[config.mk]
export PLATFORM = sky130hd
export DESIGN_NAME = hud_rom_arbiter
export DESIGN_NICKNAME = d
export VERILOG_FILES = /design/src/rtl/hud_pkg.sv /design/src/rtl/hud_tag_pipe.sv /design/src/rtl/hud_rom_arbiter.sv
export SDC_FILE = /design/constraint.sdc
export NUM_CORES = 1
export LEC_CHECK = 0
export CAP_MARGIN = 10
export CORE_MARGIN = 5
export CORE_UTILIZATION = 42
export CTS_CLUSTER_DIAMETER = 150
export CTS_CLUSTER_SIZE = 25
export DETAILED_ROUTE_END_ITERATION = 8
export PLACE_DENSITY = 0.89
export REMOVE_ABC_BUFFERS = 1
export SLEW_MARGIN = 20
export SYNTH_ARGS = -nofsm -noshare
export SYNTH_HDL_FRONTEND = slang
export SYNTH_SLANG_ARGS = --single-unit
[constraint.sdc]
create_clock -name clock_25 -period 2 [get_ports clock_25]
set_input_delay 0.6 -clock clock_25 [delete_from_list [all_inputs] [get_ports clock_25]]
set_output_delay 0.6 -clock clock_25 [all_outputs]
set_load 0.005 [all_outputs]
[src/rtl/hud_pkg.sv]
// Shared widths, IDs and arbiter state encodings for the HUD digit ROM path.
package hud_pkg;

   localparam int DIGIT_W         = 4;
   localparam int COUNT_W         = 8;
   localparam int ROM_LATENCY_DEF = 1;

   localparam logic [COUNT_W-1:0] CONFLICT_MAX = '1;

   typedef enum logic {
      REQ_TIME  = 1'b0,
      REQ_SCORE = 1'b1
   } req_id_e;

   typedef enum logic {
      PRI_TIME  = 1'b0,
      PRI_SCORE = 1'b1
   } pri_state_e;

   typedef struct packed {
      logic [DIGIT_W-1:0] number;
      logic [COUNT_W-1:0] count;
   } rom_addr_t;

   function automatic logic [COUNT_W-1:0] sat_inc(input logic [COUNT_W-1:0] v);
      return (v == CONFLICT_MAX) ? v : v + 1'b1;
   endfunction

endpackage

[src/rtl/hud_tag_pipe.sv]
// Owner/valid shift register that follows each granted lookup through the ROM.
module hud_tag_pipe
   import hud_pkg::*;
#(
   parameter int DEPTH = ROM_LATENCY_DEF + 1
) (
   input  logic    clk,
   input  logic    rst_n,
   input  logic    flush,
   input  logic    in_vld,
   input  req_id_e in_own,
   output logic    out_vld,
   output req_id_e out_own
);

   logic [DEPTH-1:0] vld_pipe;
   logic [DEPTH-1:0] own_pipe;

   always_ff @(posedge clk or negedge rst_n) begin
      if (!rst_n) begin
         vld_pipe <= '0;
         own_pipe <= '0;
      end else if (flush) begin
         vld_pipe <= '0;
         own_pipe <= '0;
      end else begin
         vld_pipe[0] <= in_vld;
         own_pipe[0] <= in_own;
         for (int k = DEPTH - 1; k > 0; k--) begin
            vld_pipe[k] <= vld_pipe[k-1];
            own_pipe[k] <= own_pipe[k-1];
         end
      end
   end

   assign out_vld = vld_pipe[DEPTH-1];
   assign out_own = req_id_e'(own_pipe[DEPTH-1]);

endmodule

[src/rtl/hud_rom_arbiter.sv]
// Arbitrates the time and score digit lookups onto one numbers ROM and routes
// the returned pixel back to whichever requester owned the lookup.
module hud_rom_arbiter
   import hud_pkg::*;
#(
   parameter int ROM_LATENCY = ROM_LATENCY_DEF
) (
   input  logic               clock_25,
   input  logic               reset,
   input  logic               sync_reset,
   input  logic               req_time,
   input  logic [DIGIT_W-1:0] time_number,
   input  logic [COUNT_W-1:0] time_count,
   input  logic               req_score,
   input  logic [DIGIT_W-1:0] score_number,
   input  logic [COUNT_W-1:0] score_count,
   input  logic               number_pixel,
   output logic               gnt_time,
   output logic               gnt_score,
   output logic [DIGIT_W-1:0] rom_selected_number,
   output logic [COUNT_W-1:0] rom_number_count,
   output logic               time_pixel,
   output logic               time_pixel_valid,
   output logic               score_pixel,
   output logic               score_pixel_valid,
   output logic [COUNT_W-1:0] conflict_count
);

   pri_state_e pri_state;
   rom_addr_t  rom_q;
   logic       tap_vld;
   req_id_e    tap_own;
   logic       any_gnt;
   req_id_e    gnt_own;

   // Grants are gated by both resets so nothing enters the pipe while clearing.
   always_comb begin
      gnt_time  = 1'b0;
      gnt_score = 1'b0;
      if (reset && !sync_reset) begin
         if (req_time && req_score) begin
            gnt_time  = (pri_state == PRI_TIME);
            gnt_score = (pri_state == PRI_SCORE);
         end else begin
            gnt_time  = req_time;
            gnt_score = req_score;
         end
      end
   end

   assign any_gnt = gnt_time | gnt_score;
   assign gnt_own = gnt_score ? REQ_SCORE : REQ_TIME;

   always_ff @(posedge clock_25 or negedge reset) begin
      if (!reset) begin
         pri_state <= PRI_TIME;
      end else if (sync_reset) begin
         pri_state <= PRI_TIME;
      end else if (gnt_time) begin
         pri_state <= PRI_SCORE;
      end else if (gnt_score) begin
         pri_state <= PRI_TIME;
      end
   end

   // Digit index goes out untouched; out-of-range digits are the ROM's problem.
   always_ff @(posedge clock_25 or negedge reset) begin
      if (!reset) begin
         rom_q <= '0;
      end else if (gnt_time) begin
         rom_q <= '{number: time_number, count: time_count};
      end else if (gnt_score) begin
         rom_q <= '{number: score_number, count: score_count};
      end
   end

   assign rom_selected_number = rom_q.number;
   assign rom_number_count    = rom_q.count;

   always_ff @(posedge clock_25 or negedge reset) begin
      if (!reset) begin
         conflict_count <= '0;
      end else if (sync_reset) begin
         conflict_count <= '0;
      end else if (req_time && req_score) begin
         conflict_count <= sat_inc(conflict_count);
      end
   end

   hud_tag_pipe #(
      .DEPTH (ROM_LATENCY + 1)
   ) u_tag_pipe (
      .clk     (clock_25),
      .rst_n   (reset),
      .flush   (sync_reset),
      .in_vld  (any_gnt),
      .in_own  (gnt_own),
      .out_vld (tap_vld),
      .out_own (tap_own)
   );

   // The last tag stage lines up with number_pixel; capture it for the owner only.
   always_ff @(posedge clock_25 or negedge reset) begin
      if (!reset) begin
         time_pixel        <= 1'b0;
         time_pixel_valid  <= 1'b0;
         score_pixel       <= 1'b0;
         score_pixel_valid <= 1'b0;
      end else begin
         time_pixel_valid  <= 1'b0;
         score_pixel_valid <= 1'b0;
         if (!sync_reset && tap_vld) begin
            if (tap_own == REQ_SCORE) begin
               score_pixel       <= number_pixel;
               score_pixel_valid <= 1'b1;
            end else begin
               time_pixel        <= number_pixel;
               time_pixel_valid  <= 1'b1;
            end
         end
      end
   end

endmodule

==> impl_metrics.tcl, run 1 <==
set metrics [dict create \
    status "finished, final reports clean" \
    wl_per_cell_um 14.1 \
    hpwlAfterDp_um 2420 \
    die_x_um 66.2 \
    worst_pin_slew_ns 0.362 \
    layout_common_cells "clkdlybuf4s50_1, dfrtp_1, nor2_1, a21oi_1, mux2i_1" \
    yosys_warnings 0 \
    clock_sinks 29 \
    drive_gt1_share_pct 17.5 \
    worstPathCellList "clkdlybuf4s50_1" \
    grt_pass1_wl_um 5250 \
    die-area_mm2 0.00439 \
    slowest_delay_ns 0.55 \
    gp_congestion 0.837 \
    finalHoldViolations 0 \
    min_path_type "in -> async" \
    grtUsageTotal_pct 15.8 \
    io_buffer_count 55 \
    multi_input_area_um2 586 \
    vias 1169 \
    ant_nets 0 \
    synth_cell_types 30 \
    critical_path_class "reg -> out" \
    regArea_um2 726 \
    cp_data_required_time_ns 1.40 \
    viasPerCell 5.02 \
    dp_cells 224 \
    io_pins 56 \
    finalClockSkew_ns 0.00876 \
    drt-pass1-iter-count 7 \
    numCtsBuffers 5 \
    synth_area_per_cell_um2 10.9 \
    drv_cap 0 \
    powerDensity_mw_per_mm2 683 \
    grt_max_degree 30 \
    wirelength_um 3290 \
    max_freq_mhz 512 \
    overflow 0 \
    worstSetupEndpointType "output pin" \
    cp_num_buf_inv 1 \
    hold_ws_ns 0.290 \
    yosysSeqAreaShare_pct 54.6 \
    cts_tree "yes" \
    syn-instance-count 122 \
    antenna_found_initial 0 \
    period_needed_ns 1.95 \
    report.final.slew_viol_count 0 \
    start_util_pct 43.5 \
    coreArea_mm2 0.00305 \
    period_share_pct 97.7 \
    drtIter0Drc 71 \
    ys_ff_latch 29 \
    ctsHoldBuffers 0 \
    finalSetupViolCount 0 \
    critical-path-top-delay-family "buffers and inverters" \
    clk_pin_slew_worst_paths_ns 0.09 \
    diodes 0 \
    fill_cells 254 \
    ir_drop_mv 0.342 \
    die_h_um 66.2 \
    synth.cell_area_mm2 0.00133 \
    postLayoutCoreUtil_pct 67.9 \
    cts_root_buf "clkbuf_4" \
    final_cells 233 \
    leakagePower_nw 0.953 \
    clk_latency_ns 0.31 \
    arrival_ns 1.35 \
    report.power.total_mw 1.42 \
    drcViolationCount 0 \
    startpoint_type "register" \
    cts_max_level 2 \
    cp_slowest_cell "clkdlybuf4s50_1" \
    final_nets 220 \
    mostFrequentLayoutCell "clkdlybuf4s50_1" \
    rows 20 \
    area_growth_pct 56.0 \
    grt_pass1_vias 1160 \
    worst-path-max-fanout 6 \
    cts_buffer_depth 2 \
    rsz0062_at_grt "no" \
    slew_headroom_pct 75.9 \
]
==> registers in the layout, indices dropped and copies added (netlist names) <==
| signal | count |
|---|---|
| conflict_count | 8 |
| rom_number_count | 8 |
| rom_selected_number | 4 |
| u_tag_pipe.own_pipe | 2 |
| u_tag_pipe.vld_pipe | 2 |
| pri_state | 1 |
| score_pixel | 1 |
| score_pixel_valid | 1 |
| time_pixel | 1 |
| time_pixel_valid | 1 |
==> layout make-up <==
class | instances | share of cell area [%]
Multi-Input combinational cell | 84 | 28.2
Inverter | 3 | 0.543
Tap cell | 44 | 2.66
Clock buffer | 5 | 1.81
Sequential cell | 29 | 35.0
Timing Repair Buffer | 66 | 30.1
Clock inverter | 2 | 1.69
==> synth_stat cells, drive strengths merged <==
cell type / instances / area, µm²
o21bai: 1 / 18.8
o2111ai: 2 / 17.5
dfrtp: 29 / 726
and3b: 1 / 8.76
inv: 3 / 11.3
xnor2: 1 / 8.76
nand4: 1 / 12.5
or3: 2 / 12.5
o21a: 1 / 7.51
or4: 1 / 7.51
nand2b: 1 / 6.26
o31ai: 1 / 7.51
mux2: 2 / 22.5
o21ai: 3 / 15.0
a21oi: 17 / 85.1
and3: 1 / 7.51
a2111oi: 1 / 15.0
nand3: 4 / 20.0
or2: 1 / 6.26
nor2: 17 / 63.8
clkbuf: 2 / 7.51
ha: 1 / 12.5
mux2i: 13 / 130
buf: 4 / 25.0
xor2: 3 / 26.3
nand2: 5 / 21.3
nor2b: 3 / 18.8
nor3b: 1 / 7.51
==> power breakdown <==
part	leakage, nW	total [mW]	switching, mW	internal (mW)
clock network	0.0410	0.450	0.196	0.254
logic	0.548	0.297	0.109	0.188
registers	0.364	0.669	0.0304	0.639
total	0.953	1.42	0.335	1.08
==> layer usage <==
layer,global-route usage (%),vias to the layer above,part of all wire (%)
met5,0,-,0
met2,29.1,42,54
met4,5.33,0,1.3
met3,5.27,5,6.5
li1,-,557,-
met1,16.5,565,38
==> kinds of logic (layout without fill, tap and decap cells) <==
group,Yosys count,count (layout),synth area share [%]
AND/OR/NAND/NOR,38,38,14.5
flip-flops,29,29,54.6
AO/OA/AOI/OAI,26,26,12.5
multiplexers,15,15,11.5
buffers and inverters,9,76,3.30
XOR/XNOR,4,4,2.64
adder cells (fa/ha/maj),1,1,0.941
==> stage by stage <==
step           setup slack (ns)  setup TNS [ns]  instance area (µm²)
2_1_floorplan           -0.0436         -0.0436                 1300
3_3_place_gp             -0.613           -1.86                 1980
3_5_place_dp             -0.623           -2.45                 1980
4_1_cts                 0.00710               0                 2080
5_1_grt                  0.0211               0                 2070
6_report                 0.0456               0                 2070
==> timing repair <==
| action | 4_1_cts | 5_1_grt |
|---|---|---|
| gates resized for setup | 17 | 5 |
| buffers inserted | 2 | 0 |
| setup endpoints to repair | 2 | 1 |
| pin swaps | 0 | 0 |
==> path summary, 6_finish.rpt <==
path | start | to | slack, ns | cells after the start
max | conflict_count[2] | conflict_count[2] | 0.05 | 1
max reg2reg | conflict_count[0] | conflict_count[7] | 0.29 | 5
min | reset | pri_state | 0.29 | 2
min reg2reg | u_tag_pipe.own_pipe[1] | time_pixel_valid | 0.44 | 1
min in group clock_25 | u_tag_pipe.own_pipe[1] | time_pixel_valid | 0.44 | 1
max in group asynchronous | reset | u_tag_pipe.vld_pipe[1] | 1.44 | 2
(Power assumes the default switching activity.)
==> inputs of run 2 (changes only) <==
--- a/config.mk
+++ b/config.mk
@@ -8,10 +8,10 @@
 export CAP_MARGIN = 10
 export CORE_MARGIN = 5
 export CORE_UTILIZATION = 42
-export CTS_CLUSTER_DIAMETER = 150
+export CTS_CLUSTER_DIAMETER = 40
 export CTS_CLUSTER_SIZE = 25
 export DETAILED_ROUTE_END_ITERATION = 8
-export PLACE_DENSITY = 0.89
+export PLACE_DENSITY = 0.85
 export REMOVE_ABC_BUFFERS = 1
 export SLEW_MARGIN = 20
 export SYNTH_ARGS = -nofsm -noshare
==> run 2 against run 1 <==
Clock power grew 11%; highest routed layer unchanged; cell count is the same; flip-flop and latch count is the same; via count grew 1.1%; clock skew shrank 0.0047 ns.
==> impl_metrics.tcl, run 2 (synthesized netlist as in run 1, its figures left out) <==
set metrics [dict create \
    status "finished, final reports clean" \
    wl_per_cell_um 13.7 \
    critical_path_class "in -> out" \
    finalSetupViolCount 0 \
    cts_root_buf "clkbuf_4" \
    numCtsBuffers 5 \
    rsz0062_at_grt "no" \
    startpoint_type "primary input" \
    max_freq_mhz 517 \
    clock_sinks 29 \
    reg2regPathDepth 5 \
    ir_drop_mv 0.506 \
    timing.reg2reg.setup_slack_ns 0.30 \
    overflow 0 \
    leakagePower_nw 0.952 \
    period_share_pct 96.7 \
    cts_max_level 2 \
    clk_pin_slew_worst_paths_ns 0.09 \
    antenna_found_initial 0 \
    clkPwrFrac_pct 34.2 \
    layout_common_cells "clkdlybuf4s50_1, dfrtp_1, a21oi_1, nor2_1, mux2i_1" \
    swShare_pct 22.9 \
    grt_pass1_wl_um 5330 \
    cts_buffer_depth 2 \
    ctsHoldBuffers 0 \
    finalClockSkew_ns 0.00402 \
    worst_pin_slew_ns 0.361 \
    die-area_mm2 0.00439 \
    powerDensity_mw_per_mm2 705 \
    coreArea_mm2 0.00305 \
    start_util_pct 43.5 \
    r2r_end "conflict_count[7]" \
    report.final.slew_viol_count 0 \
    combPwrFrac_pct 20.0 \
    hpwlAfterDp_um 2390 \
    grtUsageTotal_pct 16.1 \
    rows 20 \
    min_path_type "in -> async" \
    die_h_um 66.2 \
    grt_pass1_vias 1228 \
    pwr-share-seq_pct 45.8 \
    finalHoldViolations 0 \
    total_switching_power_mw 0.335 \
    drtIter0Drc 46 \
    io_buffer_count 55 \
    reg2reg_from "conflict_count[0]" \
    diodes 0 \
    wirelength_um 3200 \
    gp_congestion 0.827 \
    cp_data_required_time_ns 1.40 \
    final.setup.tns_ns 0 \
    drv_cap 0 \
    period_needed_ns 1.93 \
    worst-path-max-fanout 3 \
    ant_nets 0 \
    viasPerCell 5.07 \
    grt_max_degree 30 \
    worstSetupEndpointType "output pin" \
    io_pins 56 \
    p_int_mw 1.12 \
    report.power.total_mw 1.46 \
    final_nets 219 \
    die_x_um 66.2 \
    drt-pass1-iter-count 4 \
    cts_tree "yes" \
    vias 1182 \
    drive_gt1_share_pct 15.9 \
    mostFrequentLayoutCell "clkdlybuf4s50_1" \
    arrival_ns 1.33 \
    drcViolationCount 0 \
    slew_headroom_pct 75.9 \
    area_growth_pct 55.7 \
    clk_latency_ns 0.32 \
]
[run 2: worst max path at each step]
stage	cells past startpoint	endpoint	startpoint
after floorplan	3	gnt_time	reset
after CTS	6	gnt_score	reset
final	5	gnt_time	req_score
after global placement	5	gnt_time	reset
after global routing	5	gnt_time	req_score
after detailed placement	5	gnt_time	reset
[run 2: repair_timing]
item / 4_1_cts / 5_1_grt
buffers inserted: 1 / 0
setup endpoints to repair: 2 / 3
resized for setup: 13 / 4
[run 2: metal layers]
layer  global-route usage [%]  vias up  share of wire, %  wire length [µm]
met2                     29.0       51                50              1610
li1                         -      559                 -                 -
met1                     16.3      566                39              1240
met3                     7.48        6                10               319
met5                        0        -                 0                 0
met4                     5.33        0               1.1                35
[run 2: critical path: stages]
cell and delay (ns):
dlygate4sd2_1 0.26, nand2_1 0.08, nand3_2 0.09, inv_1 0.06, dlygate4sd2_1 0.24
[run 2: final cells by class]
type / count / area (µm²)
Tap cell: 44 / 55.1
Clock buffer: 7 / 55.1
Fill cell: 253 / 983
Sequential cell: 29 / 727
Multi-Input combinational cell: 84 / 572
Clock inverter: 1 / 30.0
Inverter: 3 / 11.3
Timing Repair Buffer: 65 / 619
[run 2: power groups by stage]
stage | Clock [mW] | Sequential (mW) | Combinational [mW]
after detailed placement | 0 | 0.681 | 0.296
after floorplan | 0 | 0.683 | 0.0782
after global placement | 0 | 0.678 | 0.287
final | 0.499 | 0.668 | 0.292
after CTS | 0.511 | 0.669 | 0.298
after global routing | 0.535 | 0.677 | 0.320
[run 2: metrics by stage]
stage                     worst slack (ns)  utilization [%]  instance area, µm²  hold slack [ns]  std cells
after detailed placement            -0.646             64.9                1980            0.438        224
after global routing               0.00730             67.8                2070            0.323        233
final                               0.0658             67.8                2070            0.287        233
after global placement              -0.627             64.9                1980            0.424        224
after floorplan                    -0.0436                -                1300            0.304        116
after CTS                          0.00504             68.0                2080            0.425        233
==> inputs of run 3 (changes only) <==
--- a/config.mk
+++ b/config.mk
@@ -8,7 +8,6 @@
 export CAP_MARGIN = 10
 export CORE_MARGIN = 5
 export CORE_UTILIZATION = 42
-export CTS_CLUSTER_DIAMETER = 40
 export CTS_CLUSTER_SIZE = 25
 export DETAILED_ROUTE_END_ITERATION = 8
 export PLACE_DENSITY = 0.85
==> results of run 3 <==
Final layout, timing and power as in run 2 (identical DEF).
